<file path="config.mk">
export PLATFORM = sky130hd
export DESIGN_NAME = serial_adder_n_flat
export DESIGN_NICKNAME = d
export VERILOG_FILES = /design/src/rtl/serial_adder_n_if.sv /design/src/rtl/serial_adder_n.sv /design/src/flat_wrapper.sv
export SDC_FILE = /design/constraint.sdc
export NUM_CORES = 1
export LEC_CHECK = 0
export CORE_MARGIN = 3
export CORE_UTILIZATION = 45
export DETAILED_ROUTE_END_ITERATION = 6
export PLACE_DENSITY = 0.69
export SKIP_CTS_REPAIR_TIMING = 1
export SYNTH_ARGS = -nofsm -noshare
export SYNTH_HDL_FRONTEND = slang
export SYNTH_SLANG_ARGS = --single-unit
</file>
<file path="constraint.sdc">
create_clock -name clk -period 3.6 [get_ports clk]
set_input_delay 0.72 -clock clk [delete_from_list [all_inputs] [get_ports clk]]
set_output_delay 0.72 -clock clk [all_outputs]
set_load 0.005 [all_outputs]
</file>
<file path="src/rtl/serial_adder_n_if.sv">
// Operand/result bundle for the bit-serial adder: start/busy/done framing plus data.
interface serial_adder_n_if #(
  parameter int unsigned WIDTH = 8
) ();
  logic             start;
  logic             sub;
  logic [WIDTH-1:0] a;
  logic [WIDTH-1:0] b;
  logic             cin;
  logic             busy;
  logic             done;
  logic [WIDTH-1:0] sum;
  logic             cout;
  logic             ovf;

  modport master (
    output start, sub, a, b, cin,
    input  busy, done, sum, cout, ovf
  );

  modport slave (
    input  start, sub, a, b, cin,
    output busy, done, sum, cout, ovf
  );
endinterface

</file>
<file path="src/rtl/serial_adder_n.sv">
// Bit-serial adder/subtractor: one full-adder cell and a carry flop, LSB first,
// one bit per clock, framed by a start/busy/done handshake.
module serial_adder_n #(
  parameter int unsigned WIDTH = 8
) (
  input logic             clk,
  input logic             rst,
  serial_adder_n_if.slave bus
);

  localparam int unsigned CW = $clog2(WIDTH + 1);

  typedef enum logic [1:0] {
    IDLE = 2'd0,
    RUN  = 2'd1,
    DONE = 2'd2
  } state_t;

  state_t           state;
  logic [WIDTH-1:0] a_sh;
  logic [WIDTH-1:0] b_sh;
  logic [WIDTH-1:0] r_sh;
  logic             carry;
  logic [CW-1:0]    cnt;

  logic             busy_q;
  logic             done_q;
  logic [WIDTH-1:0] sum_q;
  logic             cout_q;
  logic             ovf_q;

  logic             bit_s;
  logic             carry_nxt;
  logic             last_bit;
  logic [WIDTH-1:0] r_nxt;

  // Full-adder cell on the current LSBs; result shifts in from the MSB side.
  always_comb begin
    bit_s     = a_sh[0] ^ b_sh[0] ^ carry;
    carry_nxt = (a_sh[0] & b_sh[0]) | (a_sh[0] & carry) | (b_sh[0] & carry);
    last_bit  = (cnt == CW'(WIDTH - 1));
    r_nxt     = WIDTH'({bit_s, r_sh} >> 1);
  end

  always_ff @(posedge clk or posedge rst) begin
    if (rst) begin
      state  <= IDLE;
      a_sh   <= '0;
      b_sh   <= '0;
      r_sh   <= '0;
      carry  <= 1'b0;
      cnt    <= '0;
      busy_q <= 1'b0;
      done_q <= 1'b0;
      sum_q  <= '0;
      cout_q <= 1'b0;
      ovf_q  <= 1'b0;
    end else begin
      done_q <= 1'b0;
      case (state)
        // DONE accepts a new start exactly like IDLE, giving back-to-back issue.
        IDLE, DONE: begin
          if (bus.start) begin
            a_sh   <= bus.a;
            b_sh   <= bus.sub ? ~bus.b : bus.b;
            carry  <= bus.sub ? 1'b1 : bus.cin;
            cnt    <= '0;
            busy_q <= 1'b1;
            state  <= RUN;
          end else begin
            state  <= IDLE;
          end
        end
        RUN: begin
          a_sh  <= a_sh >> 1;
          b_sh  <= b_sh >> 1;
          r_sh  <= r_nxt;
          carry <= carry_nxt;
          cnt   <= cnt + CW'(1);
          // On the MSB, carry still holds the carry into that bit.
          if (last_bit) begin
            sum_q  <= r_nxt;
            cout_q <= carry_nxt;
            ovf_q  <= carry ^ carry_nxt;
            done_q <= 1'b1;
            busy_q <= 1'b0;
            state  <= DONE;
          end
        end
        default: begin
          state  <= IDLE;
          busy_q <= 1'b0;
        end
      endcase
    end
  end

  assign bus.busy = busy_q;
  assign bus.done = done_q;
  assign bus.sum  = sum_q;
  assign bus.cout = cout_q;
  assign bus.ovf  = ovf_q;

endmodule

</file>
<file path="src/flat_wrapper.sv">
// flat-port wrapper written by rule: the top's interface ports become plain ports
module serial_adder_n_flat 
#(
  parameter int unsigned WIDTH = 8
)
  (clk, rst, bus_start, bus_sub, bus_a, bus_b, bus_cin, bus_busy, bus_done, bus_sum, bus_cout, bus_ovf);
  serial_adder_n_if #(.WIDTH(WIDTH)) bus_i ();
  input logic clk;
  input logic rst;
  input wire logic [$bits(bus_i.start)-1:0] bus_start;
  input wire logic [$bits(bus_i.sub)-1:0] bus_sub;
  input wire logic [$bits(bus_i.a)-1:0] bus_a;
  input wire logic [$bits(bus_i.b)-1:0] bus_b;
  input wire logic [$bits(bus_i.cin)-1:0] bus_cin;
  output wire logic [$bits(bus_i.busy)-1:0] bus_busy;
  output wire logic [$bits(bus_i.done)-1:0] bus_done;
  output wire logic [$bits(bus_i.sum)-1:0] bus_sum;
  output wire logic [$bits(bus_i.cout)-1:0] bus_cout;
  output wire logic [$bits(bus_i.ovf)-1:0] bus_ovf;
  assign bus_i.start = bus_start;
  assign bus_i.sub = bus_sub;
  assign bus_i.a = bus_a;
  assign bus_i.b = bus_b;
  assign bus_i.cin = bus_cin;
  assign bus_busy = bus_i.busy;
  assign bus_done = bus_i.done;
  assign bus_sum = bus_i.sum;
  assign bus_cout = bus_i.cout;
  assign bus_ovf = bus_i.ovf;
  serial_adder_n #(.WIDTH(WIDTH)) u_core (.clk(clk), .rst(rst), .bus(bus_i));
endmodule
</file>
==> results of run 1 <==
-- cell usage in the layout, fill, tap and decap left out, drive strengths merged, types with 3 or more instances in the layout --
master | synthesis | layout
mux2 | 18 | 18
a21o | 7 | 7
clkbuf | 0 | 5
nand2 | 3 | 3
clkdlybuf4s50 | 0 | 32
nor2 | 11 | 11
a221o | 8 | 8
xnor2 | 7 | 7
nor2b | 3 | 3
dfrtp | 42 | 42
a22o | 11 | 11
-- logic make-up after synthesis --
kind of cell / synth area share
adders and majority gates: 0.0179
xor gates and xnor gates: 0.0435
muxes: 0.123
DFF: 0.579
and+or+nand+nor: 0.0738
buffers and inverters: 0.0338
AOI/OAI and AO/OA: 0.129
-- cell type report --
class,instances,area [µm²]
clock buffer,5,68.8
clock inverter,3,40.0
fill,309,1520
inverter,1,3.75
multi-input combinational,81,702
sequential,42,1050
tap,48,60.1
timing repair buffer,33,328
-- registers in the layout, indices dropped and copies added (netlist names), 2 cells and up --
signal	count
u_core.a_sh	8
u_core.b_sh	8
u_core.bus.sum	8
u_core.cnt	4
u_core.r_sh	7
u_core.state	2
-- how the worst max path moves through the flow --
stage / endpoint / slack [ns] / startpoint / depth (start not counted)
after floorplan: u_core.a_sh[0] / 1.91 / rst / 1
after global placement: u_core.carry / 0.96 / bus_start / 4
after detailed placement: u_core.b_sh[5] / 0.91 / bus_start / 4
after CTS: u_core.b_sh[0] / 1.21 / bus_start / 4
after global routing: u_core.b_sh[2] / 1.08 / bus_start / 4
final: u_core.b_sh[0] / 1.20 / bus_start / 4
-- power groups by stage --
stage               clock network [W]  registers, W  logic [W]
finish                       0.000360      0.000823   0.000703
global route                 0.000389      0.000855   0.000782
CTS                          0.000365      0.000825   0.000717
detailed placement                  0      0.000833   0.000718
global placement                    0      0.000820   0.000691
floorplan                           0      0.000802   0.000531
-- layer usage --
layer	global-route usage	up-vias
met5	0	-
met4	0.0390	0
met3	0.0333	2
met2	0.214	24
met1	0.183	562
li1	-	535
-- stage by stage --
step                      setup slack (ns)  power [W]
final                                 1.20    0.00189
after CTS                             1.21    0.00191
after global routing                  1.08    0.00203
after detailed placement             0.914    0.00155
after floorplan                       1.91    0.00133
after global placement               0.959    0.00151
==> metrics.txt, run 1 <==
# TYPE chip_impl_metric gauge
chip_impl_info{name="yosys.cell_count.top_type",value="sky130_fd_sc_hd__dfrtp_1"} 1
chip_impl_metric{name="first_pass_iters",unit=""} 4
chip_impl_info{name="crit_chain",value="clkdlybuf4s50_1 -> nor2b_1 -> nor2_4 -> a221o_1"} 1
chip_impl_info{name="worstReg2RegStart",value="u_core.cnt[0]"} 1
chip_impl_metric{name="timing.slew.headroom",unit=""} 0.373
chip_impl_metric{name="clkSlewWorstSetupHoldPaths",unit="ns"} 0.08
chip_impl_info{name="cts_root_cell",value="sky130_fd_sc_hd__clkbuf_8"} 1
chip_impl_metric{name="synthesis.instances",unit=""} 132
chip_impl_info{name="top_signal_layer_used",value="met4"} 1
chip_impl_metric{name="final_cells",unit=""} 213
chip_impl_metric{name="initial_util",unit=""} 0.481
chip_impl_metric{name="power_switching_share",unit=""} 0.301
chip_impl_metric{name="globalRouteTotalUtil",unit=""} 0.135
chip_impl_metric{name="n_antenna_cell",unit=""} 0
chip_impl_metric{name="grt_pass1_vias",unit=""} 1162
chip_impl_metric{name="grt_first_pass_wirelength",unit="mm"} 5.36
chip_impl_metric{name="met2RoutedLength",unit="mm"} 1.52
chip_impl_metric{name="detail_route.wl_per_cell",unit="µm"} 14.2
chip_impl_metric{name="power.switching",unit="W"} 0.000568
chip_impl_metric{name="antenna_found_initial",unit=""} 0
chip_impl_metric{name="hpwlAfterDp",unit="mm"} 2.10
chip_impl_info{name="critPathTopFamily",value="simple AND/OR/NAND/NOR gates"} 1
chip_impl_metric{name="port_buffers",unit=""} 32
chip_impl_metric{name="yosys_warnings",unit=""} 0
chip_impl_metric{name="sequentialPowerShare",unit=""} 0.437
chip_impl_metric{name="fin_hold_ws",unit="ns"} 0.481
chip_impl_metric{name="cts_buffers",unit=""} 5
chip_impl_info{name="synth_commonest_cells",value="42 x sky130_fd_sc_hd__dfrtp_1, 17 x sky130_fd_sc_hd__mux2_2, 11 x sky130_fd_sc_hd__a22o_1, 10 x sky130_fd_sc_hd__nor2_1, 8 x sky130_fd_sc_hd__a221o_1"} 1
chip_impl_info{name="criticalPathCategory",value="in2reg"} 1
chip_impl_metric{name="routed-wl-met3",unit="µm"} 129
chip_impl_metric{name="seq_area_frac_synth",unit=""} 0.579
chip_impl_metric{name="portion_of_total_power_attributed_to_combinational_logic",unit=""} 0.373
chip_impl_metric{name="final-hold-violation-count",unit=""} 0
chip_impl_metric{name="critPathRequiredTime",unit="ns"} 3.77
chip_impl_info{name="grt_setup_unrepaired",value="no"} 1
chip_impl_info{name="ys.flop_type",value="sky130_fd_sc_hd__dfrtp_1"} 1
chip_impl_metric{name="top_level_ports",unit=""} 33
chip_impl_metric{name="die_span_x",unit="µm"} 69.5
chip_impl_metric{name="final_util",unit=""} 0.598
chip_impl_metric{name="cellInternalPower",unit="W"} 0.00132
chip_impl_info{name="r2r-end",value="u_core.bus.sum[1]"} 1
chip_impl_metric{name="drive_gt1_frac",unit=""} 0.176
chip_impl_info{name="outcome",value="finished, final reports clean"} 1
chip_impl_metric{name="drt-total-wl",unit="mm"} 3.02
chip_impl_metric{name="core_region_area",unit="µm²"} 3770
chip_impl_info{name="end_kind",value="flip-flop"} 1
chip_impl_metric{name="post_synthesis_instance_area",unit="µm²"} 1810
chip_impl_info{name="cts_tree",value="built"} 1
chip_impl_metric{name="final.setup.tns",unit="ns"} 0
chip_impl_metric{name="drc",unit=""} 0
chip_impl_metric{name="synth_enable_flop_cells",unit=""} 0
chip_impl_metric{name="maxCapViolCount",unit=""} 0
chip_impl_metric{name="power.density",unit="nW/µm²"} 837
chip_impl_info{name="critPathSlowestCell",value="sky130_fd_sc_hd__nor2b_1"} 1
chip_impl_metric{name="final_antenna_net_count",unit=""} 0
chip_impl_metric{name="number_of_distinct_library_cells_after_synthesis",unit=""} 26
chip_impl_metric{name="post-route-cell-area",unit="µm²"} 2250
chip_impl_metric{name="syn_to_final_growth",unit="%"} 24.2
chip_impl_metric{name="drt-met1-wl",unit="mm"} 1.36
chip_impl_metric{name="synth_fp_nets",unit=""} 155
chip_impl_metric{name="dpl-instance-area",unit="µm²"} 2140
chip_impl_info{name="synth.largest_area_cell",value="sky130_fd_sc_hd__dfrtp_1"} 1
chip_impl_metric{name="syn_avg_cell_area",unit="µm²"} 13.7
chip_impl_metric{name="dieArea",unit="µm²"} 4830
chip_impl_metric{name="route.detailed.vias_per_inst",unit=""} 5.27
chip_impl_metric{name="final_max_slew_viol_count",unit=""} 0
chip_impl_metric{name="timing.critical_path.arrival",unit="ns"} 2.56
chip_impl_info{name="critical_path.startpoint_type",value="primary input"} 1
chip_impl_metric{name="achievable-frequency",unit="MHz"} 417
chip_impl_info{name="synth.area.top_cells",value="sky130_fd_sc_hd__dfrtp_1 58%, sky130_fd_sc_hd__mux2_2 11%, sky130_fd_sc_hd__a22o_1 5.3%"} 1
chip_impl_metric{name="setup.reg_to_reg.worst_slack",unit="ns"} 1.59
chip_impl_metric{name="max-clock-path-buffers",unit=""} 2
chip_impl_metric{name="detailroute.via_count",unit=""} 1123
chip_impl_info{name="hold_class",value="reg2reg"} 1
chip_impl_metric{name="cellLeakagePower",unit="nW"} 1.03
chip_impl_metric{name="netlist.area_leader.share",unit=""} 0.579
chip_impl_metric{name="asr_flop_ratio_synth",unit=""} 1.00
chip_impl_metric{name="final_count_of_negative_setup_slack_endpoints",unit=""} 0
chip_impl_metric{name="timing.critical_path.slowest_cell_delay",unit="ns"} 0.76
chip_impl_info{name="worstHoldEndpoint",value="u_core.a_sh[3]"} 1
chip_impl_metric{name="floorplan.die.height",unit="µm"} 69.5
chip_impl_metric{name="final_replace_weighted_congestion",unit=""} 0.735
chip_impl_metric{name="r2r_cells",unit=""} 4
chip_impl_metric{name="final_stage_net_count",unit=""} 187
chip_impl_metric{name="worstPathMaxFanout",unit=""} 19
chip_impl_metric{name="fp-row-count",unit=""} 22
chip_impl_metric{name="clock_sink_count",unit=""} 42
chip_impl_metric{name="cts-htree-levels",unit=""} 2
chip_impl_metric{name="worstMarginPinSlew",unit="ns"} 0.939
chip_impl_metric{name="hold_path_depth",unit=""} 1
chip_impl_metric{name="ys_seq_elements",unit=""} 42
chip_impl_metric{name="clock_power_share",unit=""} 0.191
chip_impl_metric{name="largest_net_degree_at_the_start_of_global_routing",unit=""} 43
chip_impl_metric{name="clk_latency",unit="ns"} 0.28
chip_impl_metric{name="final_period_utilization",unit=""} 0.666
chip_impl_info{name="hold_start",value="u_core.a_sh[3]"} 1
chip_impl_metric{name="detailedRoute.firstIterationViolations",unit=""} 39
chip_impl_metric{name="buffer_and_inverter_count_on_the_worst_path",unit=""} 1
chip_impl_metric{name="grt.overflow.total",unit=""} 0
chip_impl_metric{name="finalClockSkew",unit="ns"} 0.00482
chip_impl_metric{name="placedCellCount",unit=""} 205
chip_impl_metric{name="period_minus_slack",unit="ns"} 2.40
chip_impl_metric{name="maximum_vdd_ir_drop",unit="mV"} 0.421
Power figures use the tool's default switching activity.
==> inputs of run 2 (changes only) <==
Clock period 3.6 ns to 2.33 ns, I/O delays scaled along.
==> run 2 against run 1 <==
Net effect:
- die area unchanged
- final cell count increased by 1.9%
- sequential share of layout area down 0.31 points
- clock skew is 0.0060 ns higher
- via count is 0.71% higher
- power is 53% higher
- non-clock buffer count up 4
- clock power rose by 34%
- cell area rose by 0.67%
- sequential power is 54% higher
- hold slack worse by 0.011 ns
==> metrics.txt, run 2 (synthesized netlist as in run 1, its figures left out) <==
# TYPE chip_impl_metric gauge
chip_impl_info{name="outcome",value="finished, final reports clean"} 1
chip_impl_metric{name="critPathRequiredTime",unit="ns"} 1.86
chip_impl_info{name="most_frequent_standard_cell_in_the_layout_excluding_fill_and_tap_cells",value="sky130_fd_sc_hd__dfrtp_1"} 1
chip_impl_metric{name="max-clock-path-buffers",unit=""} 2
chip_impl_metric{name="portion_of_total_power_attributed_to_combinational_logic",unit=""} 0.392
chip_impl_metric{name="core_region_area",unit="µm²"} 3770
chip_impl_metric{name="final_stage_net_count",unit=""} 191
chip_impl_metric{name="clock_sink_count",unit=""} 42
chip_impl_info{name="critPathTopFamily",value="buffers and inverters"} 1
chip_impl_metric{name="drc",unit=""} 0
chip_impl_metric{name="placedCellCount",unit=""} 209
chip_impl_info{name="end_kind",value="output pin"} 1
chip_impl_metric{name="power.switching",unit="W"} 0.000913
chip_impl_metric{name="maximum_vdd_ir_drop",unit="mV"} 0.616
chip_impl_metric{name="final_count_of_negative_setup_slack_endpoints",unit=""} 0
chip_impl_metric{name="timing.critical_path.arrival",unit="ns"} 1.19
chip_impl_metric{name="die_span_x",unit="µm"} 69.5
chip_impl_metric{name="final_replace_weighted_congestion",unit=""} 0.787
chip_impl_metric{name="cts_buffers",unit=""} 5
chip_impl_metric{name="timing.slew.headroom",unit=""} 0.662
chip_impl_metric{name="hold_path_depth",unit=""} 1
chip_impl_metric{name="finalClockSkew",unit="ns"} 0.0108
chip_impl_metric{name="detailroute.via_count",unit=""} 1131
chip_impl_metric{name="globalRouteTotalUtil",unit=""} 0.147
chip_impl_metric{name="final_period_utilization",unit=""} 0.712
chip_impl_info{name="worstHoldEndpoint",value="u_core.cnt[3]"} 1
chip_impl_metric{name="final_antenna_net_count",unit=""} 0
chip_impl_info{name="critical_path.startpoint_type",value="flip-flop"} 1
chip_impl_metric{name="syn_to_final_growth",unit="%"} 25.0
chip_impl_info{name="hold_class",value="reg2reg"} 1
chip_impl_metric{name="first_pass_iters",unit=""} 4
chip_impl_metric{name="drive_gt1_frac",unit=""} 0.195
chip_impl_metric{name="largest_net_degree_at_the_start_of_global_routing",unit=""} 43
chip_impl_metric{name="route.detailed.vias_per_inst",unit=""} 5.21
chip_impl_info{name="grt_setup_unrepaired",value="no"} 1
chip_impl_metric{name="worstPathMaxFanout",unit=""} 3
chip_impl_metric{name="final-hold-violation-count",unit=""} 0
chip_impl_info{name="criticalPathCategory",value="reg2out"} 1
chip_impl_metric{name="cellInternalPower",unit="W"} 0.00197
chip_impl_metric{name="clk_latency",unit="ns"} 0.31
chip_impl_metric{name="sequentialPowerShare",unit=""} 0.440
chip_impl_metric{name="cellLeakagePower",unit="nW"} 1.04
chip_impl_metric{name="timing.critical_path.slowest_cell_delay",unit="ns"} 0.51
chip_impl_info{name="hold_start",value="u_core.cnt[3]"} 1
chip_impl_metric{name="worstMarginPinSlew",unit="ns"} 0.507
chip_impl_metric{name="buffer_and_inverter_count_on_the_worst_path",unit=""} 1
chip_impl_info{name="cts_root_cell",value="sky130_fd_sc_hd__clkbuf_8"} 1
chip_impl_info{name="critPathSlowestCell",value="sky130_fd_sc_hd__clkdlybuf4s50_1"} 1
chip_impl_metric{name="floorplan.die.height",unit="µm"} 69.5
chip_impl_metric{name="clkSlewWorstSetupHoldPaths",unit="ns"} 0.08
chip_impl_metric{name="dieArea",unit="µm²"} 4830
chip_impl_info{name="worstReg2RegStart",value="u_core.cnt[0]"} 1
chip_impl_metric{name="initial_util",unit=""} 0.481
chip_impl_metric{name="detail_route.wl_per_cell",unit="µm"} 14.0
chip_impl_metric{name="n_antenna_cell",unit=""} 0
chip_impl_metric{name="grt_first_pass_wirelength",unit="mm"} 5.62
chip_impl_metric{name="r2r_cells",unit=""} 5
chip_impl_metric{name="hpwlAfterDp",unit="mm"} 2.15
chip_impl_metric{name="clock_power_share",unit=""} 0.168
chip_impl_metric{name="maxCapViolCount",unit=""} 0
chip_impl_metric{name="fp-row-count",unit=""} 22
chip_impl_metric{name="grt.overflow.total",unit=""} 0
chip_impl_metric{name="port_buffers",unit=""} 32
chip_impl_metric{name="final_cells",unit=""} 217
chip_impl_metric{name="power_switching_share",unit=""} 0.317
chip_impl_metric{name="detailedRoute.firstIterationViolations",unit=""} 72
chip_impl_metric{name="drt-total-wl",unit="mm"} 3.04
chip_impl_metric{name="period_minus_slack",unit="ns"} 1.66
chip_impl_metric{name="cts-htree-levels",unit=""} 2
chip_impl_metric{name="final.setup.tns",unit="ns"} 0
chip_impl_metric{name="grt_pass1_vias",unit=""} 1193
chip_impl_metric{name="top_level_ports",unit=""} 33
chip_impl_metric{name="final_max_slew_viol_count",unit=""} 0
chip_impl_metric{name="power.density",unit="nW/µm²"} 1270
chip_impl_metric{name="antenna_found_initial",unit=""} 0
chip_impl_metric{name="achievable-frequency",unit="MHz"} 603
chip_impl_info{name="r2r-end",value="u_core.bus.sum[7]"} 1
chip_impl_info{name="layout_common_cells",value="42 x sky130_fd_sc_hd__dfrtp_1, 32 x sky130_fd_sc_hd__clkdlybuf4s50_1, 17 x sky130_fd_sc_hd__mux2_2"} 1
chip_impl_metric{name="setup.reg_to_reg.worst_slack",unit="ns"} 0.70
chip_impl_info{name="crit_chain",value="clkdlybuf4s50_1"} 1
chip_impl_info{name="cts_tree",value="built"} 1
==> run 2: metal layers <==
layer  track usage  part of all wire
met4        0.0781             0.019
met2         0.218              0.48
met3        0.0391             0.052
met5             0                 0
met1         0.195              0.45
==> run 2: worst max path at each step <==
stage | endpoint | depth (start not counted) | startpoint
detailed placement | u_core.b_sh[5] | 4 | bus_start
global route | u_core.b_sh[4] | 4 | bus_start
floorplan | u_core.bus.cout | 5 | u_core.cnt[0]
CTS | bus_busy | 1 | u_core.bus.busy
global placement | u_core.b_sh[6] | 4 | bus_start
finish | bus_busy | 1 | u_core.bus.busy
==> run 2: through the flow <==
stage | hold WS (ns) | utilization | total power, W | cell area [µm²] | setup WS (ns)
global placement | 0.457 | 0.577 | 0.00238 | 2170 | 0.408
detailed placement | 0.462 | 0.577 | 0.00243 | 2170 | 0.352
CTS | 0.473 | 0.602 | 0.00292 | 2270 | 0.658
floorplan | 0.436 | - | 0.00206 | 1810 | 0.814
global route | 0.485 | 0.602 | 0.00310 | 2270 | 0.544
finish | 0.470 | 0.602 | 0.00288 | 2270 | 0.670
==> run 2: layout make-up <==
| type | instances | area, µm² |
|---|---|---|
| inverter | 1 | 3.75 |
| fill | 287 | 1500 |
| timing repair buffer | 37 | 358 |
| clock inverter | 3 | 25.0 |
| clock buffer | 5 | 68.8 |
| tap | 48 | 60.1 |
| sequential | 42 | 1050 |
| multi-input combinational | 81 | 702 |
==> run 2: power groups by stage <==
stage	clock network, W	registers, W	logic, W
3_3_place_gp	0	0.00127	0.00111
6_report	0.000484	0.00127	0.00113
3_5_place_dp	0	0.00129	0.00114
2_1_floorplan	0	0.00124	0.000821
4_1_cts	0.000498	0.00127	0.00115
5_1_grt	0.000535	0.00132	0.00125
